### config.mk
export PLATFORM = sky130hd
export DESIGN_NAME = ex_div_seq_flat
export DESIGN_NICKNAME = d
export VERILOG_FILES = /design/src/rtl/ex_div_seq_if.sv /design/src/rtl/ex_div_seq.sv /design/src/flat_wrapper.sv
export SDC_FILE = /design/constraint.sdc
export NUM_CORES = 1
export LEC_CHECK = 0
export CAP_MARGIN = 25
export CORE_AREA = 5 5 196 198
export CTS_CLUSTER_SIZE = 14
export DETAILED_ROUTE_END_ITERATION = 8
export DIE_AREA = 0 0 201 203
export GPL_TIMING_DRIVEN = 0
export PLACE_DENSITY = 0.49
export SLEW_MARGIN = 20
export SYNTH_ARGS = -nofsm -noshare
export SYNTH_HDL_FRONTEND = slang
export SYNTH_SLANG_ARGS = --single-unit
### constraint.sdc
create_clock -name clk -period 4.19 [get_ports clk]
set_clock_uncertainty 0.05 [all_clocks]
set_input_delay 0.838 -clock clk [delete_from_list [all_inputs] [get_ports clk]]
set_output_delay 0.838 -clock clk [all_outputs]
set_load 0.01 [all_outputs]
### src/rtl/ex_div_seq_if.sv
// Request/response bundle between the EX stage and the sequential divider.
interface ex_div_seq_if #(
  parameter int XLEN = 32
);
  logic            start;
  logic [2:0]      funct3;
  logic [XLEN-1:0] SrcA;
  logic [XLEN-1:0] SrcB;
  logic            flush;
  logic            busy;
  logic            stall;
  logic            done;
  logic [XLEN-1:0] Result;

  modport master (
    output start, funct3, SrcA, SrcB, flush,
    input  busy, stall, done, Result
  );

  modport slave (
    input  start, funct3, SrcA, SrcB, flush,
    output busy, stall, done, Result
  );
endinterface

### src/rtl/ex_div_seq.sv
// Multi-cycle restoring divider for DIV/DIVU/REM/REMU in the EX stage.
// Divide-by-zero and signed overflow are resolved at accept and skip the
// iteration entirely.
module ex_div_seq #(
  parameter int XLEN = 32
) (
  input  logic            clk,
  input  logic            rst,
  ex_div_seq_if.slave     bus
);

  typedef enum logic [2:0] {IDLE, PREP, ITER, FIX, DONE} state_t;

  localparam logic [XLEN-1:0] MIN_NEG = {1'b1, {(XLEN-1){1'b0}}};

  state_t          state_q, state_d;
  logic [4:0]      cnt_q, cnt_d;
  logic            sgn_q, sgn_d;
  logic            rem_op_q, rem_op_d;
  logic            neg_quo_q, neg_quo_d;
  logic            neg_rem_q, neg_rem_d;
  logic [XLEN-1:0] a_q, a_d;
  logic [XLEN-1:0] b_q, b_d;
  logic [XLEN-1:0] quo_q, quo_d;
  logic [XLEN-1:0] rem_q, rem_d;
  logic [XLEN-1:0] dvs_q, dvs_d;
  logic [XLEN-1:0] res_q, res_d;

  logic            accept;
  logic            in_sgn;
  logic            in_rem;
  logic [XLEN:0]   shift;
  logic [XLEN:0]   diff;

  // State and datapath registers; reset clears everything.
  always_ff @(posedge clk) begin
    if (rst) begin
      state_q   <= IDLE;
      cnt_q     <= '0;
      sgn_q     <= 1'b0;
      rem_op_q  <= 1'b0;
      neg_quo_q <= 1'b0;
      neg_rem_q <= 1'b0;
      a_q       <= '0;
      b_q       <= '0;
      quo_q     <= '0;
      rem_q     <= '0;
      dvs_q     <= '0;
      res_q     <= '0;
    end else begin
      state_q   <= state_d;
      cnt_q     <= cnt_d;
      sgn_q     <= sgn_d;
      rem_op_q  <= rem_op_d;
      neg_quo_q <= neg_quo_d;
      neg_rem_q <= neg_rem_d;
      a_q       <= a_d;
      b_q       <= b_d;
      quo_q     <= quo_d;
      rem_q     <= rem_d;
      dvs_q     <= dvs_d;
      res_q     <= res_d;
    end
  end

  // Next-state, restoring-division step and sign fix-up.
  always_comb begin
    state_d   = state_q;
    cnt_d     = cnt_q;
    sgn_d     = sgn_q;
    rem_op_d  = rem_op_q;
    neg_quo_d = neg_quo_q;
    neg_rem_d = neg_rem_q;
    a_d       = a_q;
    b_d       = b_q;
    quo_d     = quo_q;
    rem_d     = rem_q;
    dvs_d     = dvs_q;
    res_d     = res_q;

    // 100 DIV and 110 REM are signed; only 110/111 select the remainder.
    in_sgn = bus.funct3[2] & ~bus.funct3[0];
    in_rem = bus.funct3[2] &  bus.funct3[1];
    accept = (state_q == IDLE) && bus.start && !bus.flush;

    // 33-bit trial subtract keeps the carry of the shifted remainder.
    shift = {rem_q, quo_q[XLEN-1]};
    diff  = shift - {1'b0, dvs_q};

    unique case (state_q)
      IDLE: begin
        if (accept) begin
          a_d      = bus.SrcA;
          b_d      = bus.SrcB;
          sgn_d    = in_sgn;
          rem_op_d = in_rem;
          if (bus.SrcB == '0) begin
            res_d   = in_rem ? bus.SrcA : '1;
            state_d = DONE;
          end else if (in_sgn && bus.SrcA == MIN_NEG && bus.SrcB == '1) begin
            res_d   = in_rem ? '0 : MIN_NEG;
            state_d = DONE;
          end else begin
            state_d = PREP;
          end
        end
      end
      PREP: begin
        if (bus.flush) begin
          state_d = IDLE;
        end else begin
          quo_d     = (sgn_q && a_q[XLEN-1]) ? -a_q : a_q;
          dvs_d     = (sgn_q && b_q[XLEN-1]) ? -b_q : b_q;
          rem_d     = '0;
          cnt_d     = '0;
          neg_quo_d = sgn_q & (a_q[XLEN-1] ^ b_q[XLEN-1]);
          neg_rem_d = sgn_q & a_q[XLEN-1];
          state_d   = ITER;
        end
      end
      ITER: begin
        if (bus.flush) begin
          state_d = IDLE;
        end else begin
          if (!diff[XLEN]) begin
            rem_d = diff[XLEN-1:0];
            quo_d = {quo_q[XLEN-2:0], 1'b1};
          end else begin
            rem_d = shift[XLEN-1:0];
            quo_d = {quo_q[XLEN-2:0], 1'b0};
          end
          cnt_d = cnt_q + 5'd1;
          if (cnt_q == 5'(XLEN-1)) state_d = FIX;
        end
      end
      FIX: begin
        if (bus.flush) begin
          state_d = IDLE;
        end else begin
          if (rem_op_q) res_d = neg_rem_q ? -rem_q : rem_q;
          else          res_d = neg_quo_q ? -quo_q : quo_q;
          state_d = DONE;
        end
      end
      DONE: state_d = IDLE;
      default: state_d = IDLE;
    endcase
  end

  // Status outputs; stall drops in DONE so the instruction retires.
  assign bus.busy   = (state_q != IDLE);
  assign bus.done   = (state_q == DONE);
  assign bus.stall  = accept || (state_q == PREP) || (state_q == ITER) || (state_q == FIX);
  assign bus.Result = res_q;

endmodule
### src/flat_wrapper.sv
// flat-port wrapper written by rule: the top's interface ports become plain ports
module ex_div_seq_flat 
#(
  parameter int XLEN = 32
)
  (clk, rst, bus_start, bus_funct3, bus_SrcA, bus_SrcB, bus_flush, bus_busy, bus_stall, bus_done, bus_Result);
  ex_div_seq_if #(.XLEN(XLEN)) bus_i ();
  input  logic clk;
  input  logic rst;
  input wire logic [$bits(bus_i.start)-1:0] bus_start;
  input wire logic [$bits(bus_i.funct3)-1:0] bus_funct3;
  input wire logic [$bits(bus_i.SrcA)-1:0] bus_SrcA;
  input wire logic [$bits(bus_i.SrcB)-1:0] bus_SrcB;
  input wire logic [$bits(bus_i.flush)-1:0] bus_flush;
  output wire logic [$bits(bus_i.busy)-1:0] bus_busy;
  output wire logic [$bits(bus_i.stall)-1:0] bus_stall;
  output wire logic [$bits(bus_i.done)-1:0] bus_done;
  output wire logic [$bits(bus_i.Result)-1:0] bus_Result;
  assign bus_i.start = bus_start;
  assign bus_i.funct3 = bus_funct3;
  assign bus_i.SrcA = bus_SrcA;
  assign bus_i.SrcB = bus_SrcB;
  assign bus_i.flush = bus_flush;
  assign bus_busy = bus_i.busy;
  assign bus_stall = bus_i.stall;
  assign bus_done = bus_i.done;
  assign bus_Result = bus_i.Result;
  ex_div_seq #(.XLEN(XLEN)) u_core (.clk(clk), .rst(rst), .bus(bus_i));
endmodule
**After elaboration in Yosys (flattened, before gate mapping)**

Cells that the tools add are included.

- Bits of input ports: 71
- Output and inout bits: 35
- Register bits: 204
- Word-level logic and storage cells: 89

- Reduce and logical (&&, ||, !) cells: 20
- Eq/ne operators: 13
- Bitwise gates (word level): 7
- Add/sub/neg operators: 6
- Multiplexer cells: 31

Operators with widths:

| kind | count |
|---|---|
| 32-bit two-way mux | 16 |
| 32-bit case mux with 2 select lines | 3 |
| 32-bit negation | 4 |
| 32-bit equality test, second input constant | 2 |
| 33-bit by 32-bit subtractor with 33-bit output | 1 |
| 32-bit logical NOT | 1 |
| 3-bit two-way mux | 6 |
| 3-bit case mux with 4 select lines | 1 |
| 5-bit two-way mux | 2 |
| 5-bit case mux with 2 select lines | 1 |
| 3-bit by 2-bit equality test with 1-bit output, second input constant | 2 |
| 1-bit logical AND | 6 |
| 2-bit inequality test, second input constant | 3 |
| 2-bit AND reduction | 3 |
| 5-bit by 1-bit adder with 5-bit output, second input constant | 1 |
| 5-bit equality test, second input constant | 1 |
| 1-bit AND | 4 |
| 4-bit AND reduction | 1 |
| 2-bit nonzero test | 2 |
| 3-bit by 1-bit equality test with 1-bit output, second input constant | 1 |
| 3-bit equality test, second input constant | 1 |
| 3-bit logical NOT | 1 |
| 1-bit logical OR | 3 |
| 3-bit by 2-bit inequality test with 1-bit output, second input constant | 1 |
| 9 further kinds | 10 |

**Depth between registers and ports, before layout**

- Word-level depth: 8
- Mapped depth: 14
- Gate-level depth less buffers: 13

**Least setup slack after synthesis**

Ideal clock, no wire load.

- Kind: reg-to-reg
- Start: reg u_core.quo_q[31]
- End: reg u_core.rem_q[28]
- Required time: 4.061 ns
- Path buffers: 1
- Arrival time: 3.017 ns
- Library setup time: 0.079 ns
- Slack: 1.044 ns
- Period minus slack after synthesis: 3.146 ns
- Stages on the path, launching flop included: 15
- Cells stage by stage: dfxtp_1 > inv_1 > ha_1 > fa_1 > nand2b_1 > a21oi_1 > o211ai_1 > nand3_1 > a311oi_1 > o31a_1 > xnor2_1 > clkbuf_1 > nand3_1 > mux2_2 > o211ai_1

- Cells in the longest elaborated chain, start to end: 4

Ends and longest elaborated chain:

| what | line | text |
|---|---|---|
| start, declared | ex_div_seq.sv:24 | `logic [XLEN-1:0] quo_q, quo_d;` |
| start signal, assigned | ex_div_seq.sv:59 | `quo_q <= quo_d;` |
| 33-bit by 32-bit subtractor with 33-bit output | ex_div_seq.sv:88 | `diff = shift - {1'b0, dvs_q};` |
| 32-bit two-way mux | ex_div_seq.sv:125 | `if (!diff[XLEN]) begin` |
| 32-bit two-way mux | ex_div_seq.sv:122 | `if (bus.flush) begin` |
| 32-bit case mux with 2 select lines | ex_div_seq.sv:90 | `unique case (state_q)` |
| end signal, assigned | ex_div_seq.sv:60 | `rem_q <= rem_d;` |
| end, declared | ex_div_seq.sv:25 | `logic [XLEN-1:0] rem_q, rem_d;` |

No other way between the ends. The select of a mux whose other input is x is not followed.
A chain may end at the register's enable or synchronous reset.

**Worst setup path in the final report**

- Start: in bus_SrcA[22]
- End: reg u_core.res_q[22] (netlist: u_core.bus.Result[22])

- Cells in the longest elaborated chain, start to end: 5
- Elaborated cells on any way between the ends: 9
- Those cells by class: eq/ne (2); mux (4); reduce/logical (3)

Ends and longest elaborated chain:

| what | line | text |
|---|---|---|
| start, declared | flat_wrapper.sv:12 | `input wire logic [$bits(bus_i.SrcA)-1:0] bus_SrcA;` |
| 32-bit equality test | ex_div_seq.sv:100 | `end else if (in_sgn && bus.SrcA == MIN_NEG && bus.SrcB == '1) begin` |
| 1-bit logical AND (2 in a row) | ex_div_seq.sv:100 |  |
| 3-bit inequality test (no line) | -- |  |
| 4-bit AND reduction (no line) | -- |  |
| end signal, assigned | ex_div_seq.sv:62 | `res_q <= res_d;` |
| end, declared | ex_div_seq.sv:27 | `logic [XLEN-1:0] res_q, res_d;` |

Parallel ways exist; a longest one is shown, timed or not. The select of a mux whose other input is x is not followed.

==> key figures <==
CTS
  – CTS max path bufs: 3
  – Clk sinks: 204
  – Root Driver: clkbuf_16
  – Clk slew on worst S/H paths: 60 ps
  – TritonCTS buffer count: 26
  – Skew-Pair Late Insertion Delay: 560 ps
  – H-tree depth: 1
  – CTS tree: done
  – Hold buffers post-CTS: 0

Synthesis
  – Synth unique cells: 72
  – Top FF cell, synth: dfxtp_1
  – Most frequent cells after synthesis: 267 x nand2_1, 204 x dfxtp_1, 160 x a21oi_1
  – Cell taking the most area after synthesis: dfxtp_1
  – Synth top area share: 32.4%
  – Synthesized net count: 1766
  – Post-synthesis mux area share: 2.71%
  – Largest family of logic cells by synthesized area: compound AO/OA/AOI/OAI gates
  – Synth Warn #: 0
  – Post-Syn Instances: 1656
  – Post-Synth XOR/XNOR Area: 9.67%
  – Simple-gate portion of the synthesized area: 21.5%
  – Synth top area cells: dfxtp_1 32%, nand2_1 8.0%, a21oi_1 6.4%
  – Seq/Total Area, Yosys: 32.4%
  – Mapped cell area: 12600 um^2
  – Count leader, synth: nand2_1
  – Synth Register Bits: 204
  – Async set-reset flop share out of synthesis: 0%
  – Post-synth EDFFs: 0
  – Mapped Avg Cell Area: 7.60 um^2
  – Adder-cell share of the synthesized area: 3.94%
  – Compound-Gate Fraction of Synth Area: 24.7%

Global routing
  – GRT overflow: 0
  – Initial antenna violation count: 0
  – Vias in the first global route: 11838
  – First-pass GRT wire length: 73100 um
  – Largest net degree at the start of global routing: 14
  – GRT Resource Usage Total: 22.8%

Pwr
  – Worst IR drop on VDD: 0.255 mV
  – Leak pwr: 0.00539 uW
  – P per Cell Area: 339 nW/um^2

Finish
  – Share of cells above drive strength 1: 4.49%
  – # nets final: 1899
  – Synthesis-to-finish area growth: 20.0%
  – Ant diodes: 0
  – Final core occ: 41.5%

Setup path
  – Setup crit end kind: flip-flop
  – CP Class: input port to flip-flop
  – CP required: 4630 ps
  – Cells along the critical path: clkdlybuf4s50_1, nor4_2, nand4_1, nor4_1, a31oi_1, o21a_1, or3_1, nor2_1, o21ai_1, a211oi_1, a21o_1
  – CP arrival: 4480 ps
  – Crit-path max cell delay: 550 ps
  – CP max stage cell: clkdlybuf4s50_1
  – Critical Path Start Type: input port
  – Max Fanout on Critical Path: 5

Place
  – Pre-CTS setup slack: -732 ps
  – Dpl hpwl: 38800 um
  – GPL Wtd Cong: 0.886
  – IO buf count: 104

Timing
  – Final min period: 4040 ps
  – Slew HR: 37.0%
  – Max Fclk: 0.248 GHz
  – Hold slack: 404 ps
  – Final Slew Violations: 0
  – Worst Setup Slack, final: 151 ps
  – Worst slew pin tran: 937 ps
  – Finish-stage setup viols: 0
  – Setup TNS: 0 ps
  – Final hold violations: 0
  – Unrepaired setup endpoints after global routing: false
  – Final worst-path cycle share: 96.4%

Die
  – Initial Utilization: 34.6%
  – Chip Height: 203 um
  – I/O Pins: 106
  – Rows: 70
  – Die area: 40800 um^2
  – Die X-Extent: 201 um
  – Core Area: 36300 um^2

Status
  – Status: completed

Routing
  – Vias: 12507
  – Via density: 5.50
  – Wirelength per Cell: 21.2 um
  – Initial drt markers: 811
  – Post-Route WL: 48200 um
  – Post-route ant nets: 0
  – DRC viols: 0
  – Drt first pass iters: 5

Worst hold path
  – Hold Crit Class: flip-flop to flip-flop

Flow run
  – Max_cap viols: 0
per-layer routing:
| metal | share of wire [%] | global-route usage [%] | routed length (um) |
|---|---|---|---|
| met1 | 48 | 33.1 | 23300 |
| met2 | 43 | 35.1 | 20800 |
| met3 | 5.9 | 3.63 | 2850 |
| met4 | 2.6 | 6.49 | 1260 |
| met5 | 0 | 0 | 0 |
where the power goes:
group / internal, uW / switching, uW
sequential: 1990 / 60.1
clock: 1370 / 893
combinational: 323 / 494
path summary, 6_finish.rpt:
| path | to | startpoint | slack, ps | cells after the start |
|---|---|---|---|---|
| worst max-delay path | u_core.bus.Result[22]$_SDFFE_PP0P_ | bus_SrcA[22] | 150 | 11 |
| worst min-delay path | u_core.bus.Result[22]$_SDFFE_PP0P_ | u_core.bus.Result[22]$_SDFFE_PP0P_ | 400 | 1 |
| worst max register to register | u_core.rem_q[28]$_SDFFE_PP0P_ | u_core.rem_q[0]$_SDFFE_PP0P_ | 310 | 13 |
| worst min register to register | u_core.bus.Result[22]$_SDFFE_PP0P_ | u_core.bus.Result[22]$_SDFFE_PP0P_ | 400 | 1 |
sequential cells by signal, indices dropped and copies added (netlist names):
register,count
u_core.state_q,3
u_core.cnt_q,5
u_core.rem_op_q,1
u_core.neg_rem_q,1
u_core.sgn_q,1
u_core.rem_q,32
u_core.neg_quo_q,1
u_core.bus.Result,32
u_core.b_q,32
u_core.dvs_q,32
u_core.quo_q,32
u_core.a_q,32
metrics by stage:
step / cell area (um^2) / std cells / total power (uW)
finish: 15100 / 2274 / 5120
global route: 15100 / 2274 / 5320
CTS: 15100 / 2273 / 5160
detailed placement: 14200 / 2228 / 2900
global placement: 14200 / 2228 / 2890
floorplan: 12600 / 1656 / 2600
final cells by class:
| class | instances | area [um^2] |
|---|---|---|
| multi-input cells | 1300 | 7890 |
| clock buffers | 39 | 759 |
| well taps | 468 | 586 |
| clock inverters | 6 | 91.3 |
| flip-flops and latches | 204 | 4080 |
| plain buffers | 101 | 449 |
| fillers | 3756 | 21200 |
| inverters | 51 | 191 |
| repair buffers | 105 | 1050 |
kinds of logic after synthesis:
group                      after synthesis
and+or+nand+nor                        595
AOI/OAI and AO/OA                      493
muxes                                   34
DFF                                    204
adders and majority gates               39
xor gates and xnor gates               139
buffers and inverters                  152
cells in the final DEF (no fill, tap or decap), types with 17 or more instances in the layout:
master           Yosys  routed
nand2_1            267     267
dfxtp_1            204     204
a21oi_1            160     160
nor2_1             155     155
o21ai_0            104     104
clkdlybuf4s50_1      0     103
clkbuf_1            88      91
xnor2_1             77      77
xor2_1              62      62
inv_1               51      51
a211oi_1            45      45
ha_1                38      38
mux2i_1             33      33
o31ai_1             28      28
o211ai_1            26      26
clkbuf_16            0      26
nor3_1              24      23
nor4_1              26      23
a311oi_1            21      21
o22ai_1             20      20
nand3_1             18      18
nand4_1             17      17
nand2b_1            17      17
or3_1               17      17
worst max-delay path, delay by kind of cell:
| family | cells | cell delay (ps) |
|---|---|---|
| AOI/OAI and AO/OA | 5 | 1260 |
| and+or+nand+nor | 5 | 1840 |
| buffers and inverters | 1 | 550 |
repair_timing:
item | CTS | global route
gates resized for setup | 4 | 8
cloned | 0 | 0
buffers inserted | 0 | 0
hold endpoints to repair | 0 | 0
endpoints found under the setup margin | 23 | 20
Note: power is estimated with default switching activity, not from simulation.
